==> src/rtl/nt_seq_pkg.sv <==
// Shared types and polynomial helpers for the subcircuit BIST sequencer:
// FSM state encoding, LFSR/MISR polynomials and their single-step functions.
package nt_seq_pkg;

  typedef enum logic [2:0] {
    S_IDLE   = 3'd0,
    S_RSTD   = 3'd1,
    S_APPLY  = 3'd2,
    S_SETTLE = 3'd3,
    S_CAPT   = 3'd4,
    S_CHECK  = 3'd5
  } seq_state_t;

  // Fibonacci taps 16,14,13,11 as a mask over bits [15:0]
  localparam logic [15:0] LFSR_TAPS    = 16'hB400;
  // x^16 + x^12 + x^5 + 1 with the x^16 term implied by the shifted-out MSB
  localparam logic [15:0] MISR_POLY    = 16'h1021;
  localparam logic [15:0] DEFAULT_SEED = 16'hACE1;

  function automatic logic [15:0] lfsr_step(input logic [15:0] s);
    return {s[14:0], ^(s & LFSR_TAPS)};
  endfunction

  function automatic logic [15:0] misr_step(input logic [15:0] s);
    return {s[14:0], 1'b0} ^ (s[15] ? MISR_POLY : 16'h0000);
  endfunction

endpackage

==> src/rtl/nt_misr16.sv <==
// 16-bit multiple-input signature register; clr restarts the signature,
// en folds din into one polynomial step.
module nt_misr16
  import nt_seq_pkg::*;
(
  input  logic        clk,
  input  logic        rst,
  input  logic        clr,
  input  logic        en,
  input  logic [15:0] din,
  output logic [15:0] sig
);

  always_ff @(posedge clk) begin
    if (rst) begin
      sig <= 16'h0000;
    end else if (clr) begin
      sig <= 16'h0000;
    end else if (en) begin
      sig <= misr_step(sig) ^ din;
    end
  end

endmodule

==> src/rtl/nt_subckt_bist_seq.sv <==
// BIST sequencer for one gate-level subcircuit: resets it, applies LFSR vectors,
// compacts responses into a MISR and compares against golden_sig.
// Optional macro NTSEQ_ABORT_EN adds an abort input that cancels a run.
//
// Handshake: start is a level request sampled only in IDLE; one accepted start
// produces exactly one run ending with done=1, held until the next accepted
// start or reset. dbg_state mirrors the FSM state register for checkers.
module nt_subckt_bist_seq
  import nt_seq_pkg::*;
#(
  parameter int          IN_W    = 7,
  parameter int          OUT_W   = 1,
  parameter int          PAT_CNT = 256,
  parameter int          SETTLE  = 2,
  parameter int          RST_CYC = 2,
  parameter logic [15:0] SEED    = 16'hACE1
) (
  input  logic             I1294_clk,
  input  logic             I1301_rst,
  input  logic             start,
`ifdef NTSEQ_ABORT_EN
  input  logic             abort,
`endif
  input  logic [15:0]      golden_sig,
  input  logic [OUT_W-1:0] dut_resp,
  output logic [IN_W-1:0]  dut_stim,
  output logic             dut_rst,
  output logic             busy,
  output logic             done,
  output logic             pass,
  output logic [15:0]      signature,
  output logic [15:0]      pat_idx,
  output logic [2:0]       dbg_state
);

  // An all-zero LFSR would lock up, so a zero seed falls back to the default
  localparam logic [15:0] SEED_EFF  = (SEED == 16'h0000) ? DEFAULT_SEED : SEED;
  localparam logic [7:0]  RST_LOAD  = 8'(RST_CYC - 1);
  localparam logic [7:0]  SET_LOAD  = 8'(SETTLE - 1);
  localparam logic [15:0] LAST_IDX  = 16'(PAT_CNT - 1);

  seq_state_t  state;
  logic [7:0]  cnt;
  logic [15:0] lfsr;
  logic        abort_req;
  logic        misr_clr;
  logic        misr_en;
  logic [15:0] misr_din;

`ifdef NTSEQ_ABORT_EN
  assign abort_req = abort && (state != S_IDLE);
`else
  assign abort_req = 1'b0;
`endif

  assign dbg_state = state;
  assign misr_clr  = (state == S_IDLE) && start;
  assign misr_en   = (state == S_CAPT) && !abort_req;

  always_comb begin
    misr_din = 16'h0000;
    misr_din[OUT_W-1:0] = dut_resp;
  end

  always_ff @(posedge I1294_clk) begin
    if (I1301_rst) begin
      state    <= S_IDLE;
      cnt      <= 8'd0;
      lfsr     <= SEED_EFF;
      pat_idx  <= 16'h0000;
      dut_stim <= '0;
      dut_rst  <= 1'b0;
      busy     <= 1'b0;
      done     <= 1'b0;
      pass     <= 1'b0;
    end else if (abort_req) begin
      // Cancelled run: partial signature stays readable, no verdict is given
      state   <= S_IDLE;
      busy    <= 1'b0;
      dut_rst <= 1'b0;
    end else begin
      case (state)
        S_IDLE: begin
          if (start) begin
            state   <= S_RSTD;
            lfsr    <= SEED_EFF;
            pat_idx <= 16'h0000;
            done    <= 1'b0;
            pass    <= 1'b0;
            dut_rst <= 1'b1;
            busy    <= 1'b1;
            cnt     <= RST_LOAD;
          end
        end
        S_RSTD: begin
          if (cnt == 8'd0) begin
            dut_rst <= 1'b0;
            state   <= S_APPLY;
          end else begin
            cnt <= cnt - 8'd1;
          end
        end
        S_APPLY: begin
          dut_stim <= lfsr[IN_W-1:0];
          lfsr     <= lfsr_step(lfsr);
          cnt      <= SET_LOAD;
          state    <= S_SETTLE;
        end
        S_SETTLE: begin
          if (cnt == 8'd0) begin
            state <= S_CAPT;
          end else begin
            cnt <= cnt - 8'd1;
          end
        end
        S_CAPT: begin
          if (pat_idx == LAST_IDX) begin
            state <= S_CHECK;
          end else begin
            pat_idx <= pat_idx + 16'd1;
            state   <= S_APPLY;
          end
        end
        S_CHECK: begin
          pass  <= (signature == golden_sig);
          done  <= 1'b1;
          busy  <= 1'b0;
          state <= S_IDLE;
        end
        default: begin
          state <= S_IDLE;
          busy  <= 1'b0;
        end
      endcase
    end
  end

  nt_misr16 u_misr (
    .clk (I1294_clk),
    .rst (I1301_rst),
    .clr (misr_clr),
    .en  (misr_en),
    .din (misr_din),
    .sig (signature)
  );

endmodule
==> config.mk <==
export PLATFORM = sky130hd
export DESIGN_NAME = nt_subckt_bist_seq
export DESIGN_NICKNAME = d
export VERILOG_FILES = /design/src/rtl/nt_seq_pkg.sv /design/src/rtl/nt_misr16.sv /design/src/rtl/nt_subckt_bist_seq.sv
export SDC_FILE = /design/constraint.sdc
export NUM_CORES = 1
export LEC_CHECK = 0
export BUFFER_PORTS_ARGS = -buffer_cell sky130_fd_sc_hd__buf_2
export CELL_PAD_IN_SITES_DETAIL_PLACEMENT = 1
export CELL_PAD_IN_SITES_GLOBAL_PLACEMENT = 1
export CORE_AREA = 2 2 93 95
export DETAILED_ROUTE_END_ITERATION = 7
export DIE_AREA = 0 0 95 97
export GPL_TIMING_DRIVEN = 1
export MAX_ROUTING_LAYER = met4
export PLACE_DENSITY_LB_ADDON = 0.1
export SYNTH_ARGS = -nofsm -noshare
export SYNTH_HDL_FRONTEND = slang
export SYNTH_SLANG_ARGS = --single-unit
==> constraint.sdc <==
create_clock -name I1294_clk -period 2.6 [get_ports I1294_clk]
set_input_delay 0.26 -clock I1294_clk [delete_from_list [all_inputs] [get_ports I1294_clk]]
set_output_delay 0.26 -clock I1294_clk [all_outputs]
set_load 0.03 [all_outputs]
=== Yosys cells after proc, flatten, opt, wreduce, memory -nomap -nowiden ===
Index checks and enable logic that the tools add are counted.

* Equality and inequality tests: 12
* Reduce and logical (&&, ||, !) cells: 19
* Muxes and demuxes: 21
* Bitwise logic cells: 3
* Add/subtract/negate cells: 2

{| class="wikitable"
|+ Operators with widths
! kind !! count
|-
| case mux 16 bit (2 select lines) || 2
|-
| 2-to-1 mux 16 bit || 3
|-
| case mux 8 bit (3 select lines) || 1
|-
| adder 16 x 1 -> 16 bit (second input constant) || 1
|-
| == test 16 bit || 1
|-
| == test 16 x 8 -> 1 bit (second input constant) || 1
|-
| 2-to-1 mux 8 bit || 2
|-
| XOR reduction 16 bit || 1
|-
| XOR 16 x 1 -> 16 bit || 1
|-
| XOR 16 bit || 1
|-
| case mux 3 bit (5 select lines) || 1
|-
| 2-to-1 mux 13 bit || 1
|-
| 2-to-1 mux 3 bit || 4
|-
| AND reduction 3 bit || 4
|-
| inequality test 2 bit (second input constant) || 5
|-
| logical NOT 8 bit || 1
|-
| case mux 1 bit (2 select lines) || 4
|-
| nonzero test 2 bit || 4
|-
| subtractor 8 x 1 -> 8 bit (second input constant) || 1
|-
| == test 3 x 2 -> 1 bit (second input constant) || 2
|-
| == test 3 bit (second input constant) || 2
|-
| AND reduction 2 bit || 3
|-
| OR reduction 2 bit || 2
|-
| OR reduction 4 bit || 1
|-
| 6 further kinds || 8
|}

* Input bits: 20
* Logic and storage cells: 67
* Register bits after elaboration: 70

=== Logic depth before layout (Yosys ltp) ===
* Depth in word-level cells: 4
* Depth in mapped cells: 7
* Gate-level depth less buffers: 6

=== Hierarchy ===
Synthesis repeated with hierarchy kept, for this count alone.

* Cells, all modules: 393
* Area, all modules: 3,467.1 µm²

{| class="wikitable"
|+ By module, submodules not included
! module !! cells each !! area an instance (µm²) !! instances !! sequential area each (µm²)
|-
| nt_subckt_bist_seq || 323 || 2,748.9 || 1 || 1,081.0
|-
| nt_misr16 || 70 || 718.2 || 1 || 320.3
|}

=== Worst setup path after synthesis ===
No wires, ideal clock.

* Path type: flip-flop to flip-flop
* Start: reg pat_idx[0]
* End: reg pat_idx[13]
* Setup time: 0.120 ns
* Stages on the path, launching flop included: 7
* Data arrival time: 2.079 ns
* Clock period less this slack: 2.199 ns
* Path buffers: 1
* Slack: 0.401 ns
* Cell sequence: dfxtp_1 > ha_1 > nand4_1 > o41a_1 > buf_6 > and4_1 > a211o_1

* Longest elaborated chain between the ends: 3
* Elaborated cells between the ends (all ways): 6
* Those cells by class: 1 x add/sub; 2 x eq/ne; 2 x mux; 1 x reduce/logical

{| class="wikitable"
|+ Ends and longest elaborated chain
! what !! RTL line !! source
|-
| from (decl) || nt_subckt_bist_seq.sv:32 || <nowiki>output logic [15:0] pat_idx,</nowiki>
|-
| from (signal assigned) || nt_subckt_bist_seq.sv:120 || <nowiki>pat_idx <= pat_idx + 16'd1;</nowiki>
|-
| adder 16 x 1 -> 16 bit / == test 16 x 8 -> 1 bit (equally long branches) || nt_subckt_bist_seq.sv:120, nt_subckt_bist_seq.sv:117 ||
|-
| 2-to-1 mux 16 bit / inequality test 2 bit (equally long branches) || n/a ||
|-
| case mux 16 bit (2 select lines) / AND reduction 3 bit (equally long branches) || n/a ||
|}

Parallel ways exist; a longest one is shown, timed or not. The select of a mux whose other input is x is not followed.
A chain may end at the register's enable or synchronous reset.

=== Worst setup path in the final report ===
* Start: reg pat_idx[0]
* End: reg pat_idx[15]

The elaborated chain is that of the path after synthesis.

==> flow_summary.toml <==
[run]
maxCapViolations = 0

[die]
start_util_pct = 39.5
ios = 66
dieArea_um2 = 9220
die_h_um = 97
die_w_um = 95
coreArea_um2 = 8130
fp-row-count = 33

[clock_tree]
path_clk_slew_ns = 0.08
cts_made_buffers = 9
clk_latency_ns = 0.34
post-cts-setup-buffers = 0
cts.repair.resized = 0
cts-root-buf = "clkbuf_8"
cts_buffer_depth = 2
clock_sinks = 70
cts_tree = "built"
htree_levels = 3
postCtsHoldBufs = 0

[placement]
portBuffers = 65
hpwl_um = 6200
routabilityCongestion = 0.855

[drt]
drt.antenna.violating_nets = 0
first_pass_iters = 4
drt_wl_total_um = 8650
drcViolationCount = 0
wire_per_inst_um = 15.8
vias = 3034
drtIter0Drc = 103
vias_per_cell = 5.53

[finish]
drive_gt1_share_pct = 22.3
layout_common_cells = "dfxtp_1, buf_2, nand2_1"
mostFrequentLayoutCell = "dfxtp_1"
final_nets = 462
antenna_cells = 0
fillers = 994
syn2layout_area_growth_pct = 21.3

[synthesis]
synth_edf_count = 0
ys.flop_type = "dfxtp_1"
synth_nets = 399
ys_types = 58
synthArstFlopShare_pct = 0
yosysSeqAreaShare_pct = 43.6
syn_area_per_cell_um2 = 8.55
ys_ff_latch = 70
netlist_area_um2 = 3210
synth_warnings = 0
syn_inst = 376

[critical_path]
path_class = "flip-flop to flip-flop"
arrival_ns = 2.53
critPathRequiredTime_ns = 2.84
cp-start-kind = "flip-flop"
crit_path_max_fanout = 10
end_kind = "flip-flop"

[sta]
grt_setup_unrepaired = "no"
setup_tns_ns = 0
tightest_slew_ns = 0.620
max_freq_ghz = 0.437
drv_slew = 0
relSlewSlack_pct = 58.4
fin_crit_ns = 2.29
hold_viol_final = 0
finalSetupViolCount = 0
fin_crit_sh_pct = 88.1
fin_skew_ns = 0.00872

[grt]
grt_pass1_wl_um = 14500
grt_usage_pct = 20.2
antenna_found_initial = 0
grt_max_degree = 36
first_global_vias = 2919
overflow = 0

[power_and_ir_drop]
power_leakage_uw = 0.00158
powerDensity_nw_per_um2 = 896
total_power_uw = 3490
ir_worst_vdd_mv = 0.343

[hold_path]
holdCritPathClass = "input pin to flip-flop"

[run_status]
status = "complete, no violations"
## cells in the mapped netlist (all sizes together), types with 2 or more instances
cell	n	area, µm²
nor4b	2	23.8
xor2	15	131
nand2b	10	62.6
a22oi	5	37.5
a311oi	2	17.5
and4	8	70.1
nor3	5	25.0
a211o	3	26.3
nand3	8	40.0
or3b	3	26.3
or2	2	12.5
nor2	29	111
o31a	2	17.5
clkbuf	20	75.1
nor4	13	81.3
o41ai	2	17.5
nor3b	2	20.0
o32ai	2	17.5
a41oi	3	26.3
or3	3	18.8
nand4	7	43.8
a21boi	2	15.0
nand3b	3	22.5
a31oi	4	25.0
buf	3	20.0
o22ai	8	50.1
dfxtp	70	1400
inv	6	22.5
xnor2	9	78.8
nand2	52	195
a211oi	5	37.5
a21oi	32	160
or4	4	37.5
o21a	5	37.5
o21ai	11	58.8
ha	3	37.5
## final timing paths
kind,start,endpoint,slack [ns],cells after the start
max,pat_idx[0],pat_idx[15],0.31,5
min,I1301_rst,cnt[1],0.13,2
max reg2reg,pat_idx[0],pat_idx[15],0.31,5
min reg2reg,dut_stim[1],dut_stim[1],0.46,2
## per-layer routing
| metal | vias up | wire length [µm] | global-route usage [%] |
|---|---|---|---|
| li1 | 1499 | - | - |
| met1 | 1463 | 4150 | 26.9 |
| met2 | 61 | 4060 | 30.6 |
| met3 | 11 | 306 | 4.28 |
| met4 | 0 | 137 | 6.58 |
| met5 | - | 0 | - |
## area by class of cell
class | instances | area [µm²] | share of cell area, %
clock buffers | 11 | 141 | 3.63
clock inverters | 5 | 106 | 2.73
inverters | 6 | 22.5 | 0.578
multi-input cells | 277 | 1690 | 43.5
flip-flops and latches | 70 | 1400 | 36.0
well taps | 105 | 131 | 3.37
repair buffers | 75 | 400 | 10.3
## sequential cells by signal, summed over array words and instances, names as in the netlist
| name | flops |
|---|---|
| dbg_state | 3 |
| lfsr | 16 |
| done | 1 |
| pat_idx | 16 |
| busy | 1 |
| dut_rst | 1 |
| pass | 1 |
| cnt | 8 |
| u_misr.sig | 16 |
| dut_stim | 7 |
## cells by family after synthesis
| family | after synthesis | share of synthesized area, % |
|---|---|---|
| fa+ha+maj | 3 | 1.17 |
| simple gates | 156 | 25.8 |
| compound gates | 94 | 19.2 |
| xor+xnor | 24 | 6.54 |
| flops | 70 | 43.6 |
| buf+inv | 29 | 3.66 |
## metrics by stage
step | setup WS [ns] | utilization, % | cell area (µm²) | hold WS, ns | instances
3_5_place_dp | 0.356 | 44.9 | 3650 | 0.450 | 533
6_report | 0.309 | 47.9 | 3900 | 0.133 | 549
4_1_cts | 0.351 | 47.9 | 3900 | 0.121 | 549
3_3_place_gp | 0.455 | 44.9 | 3650 | 0.441 | 533
2_1_floorplan | 0.401 | - | 3210 | 0.437 | 376
5_1_grt | 0.208 | 47.9 | 3900 | 0.135 | 549
## power by group
group	internal, µW	switching [µW]	total [µW]
combinational	412	660	1070
clock	666	418	1080
sequential	1200	139	1340
total	2280	1220	3490
## worst max-delay path, cell delays in order, from the launching register on
cell	delay, ns
dfxtp_1	0.41
ha_1	0.27
nand4_1	0.31
o41a_1	0.68
and4_1	0.25
a211o_1	0.25
Power figures use the tool's default switching activity.
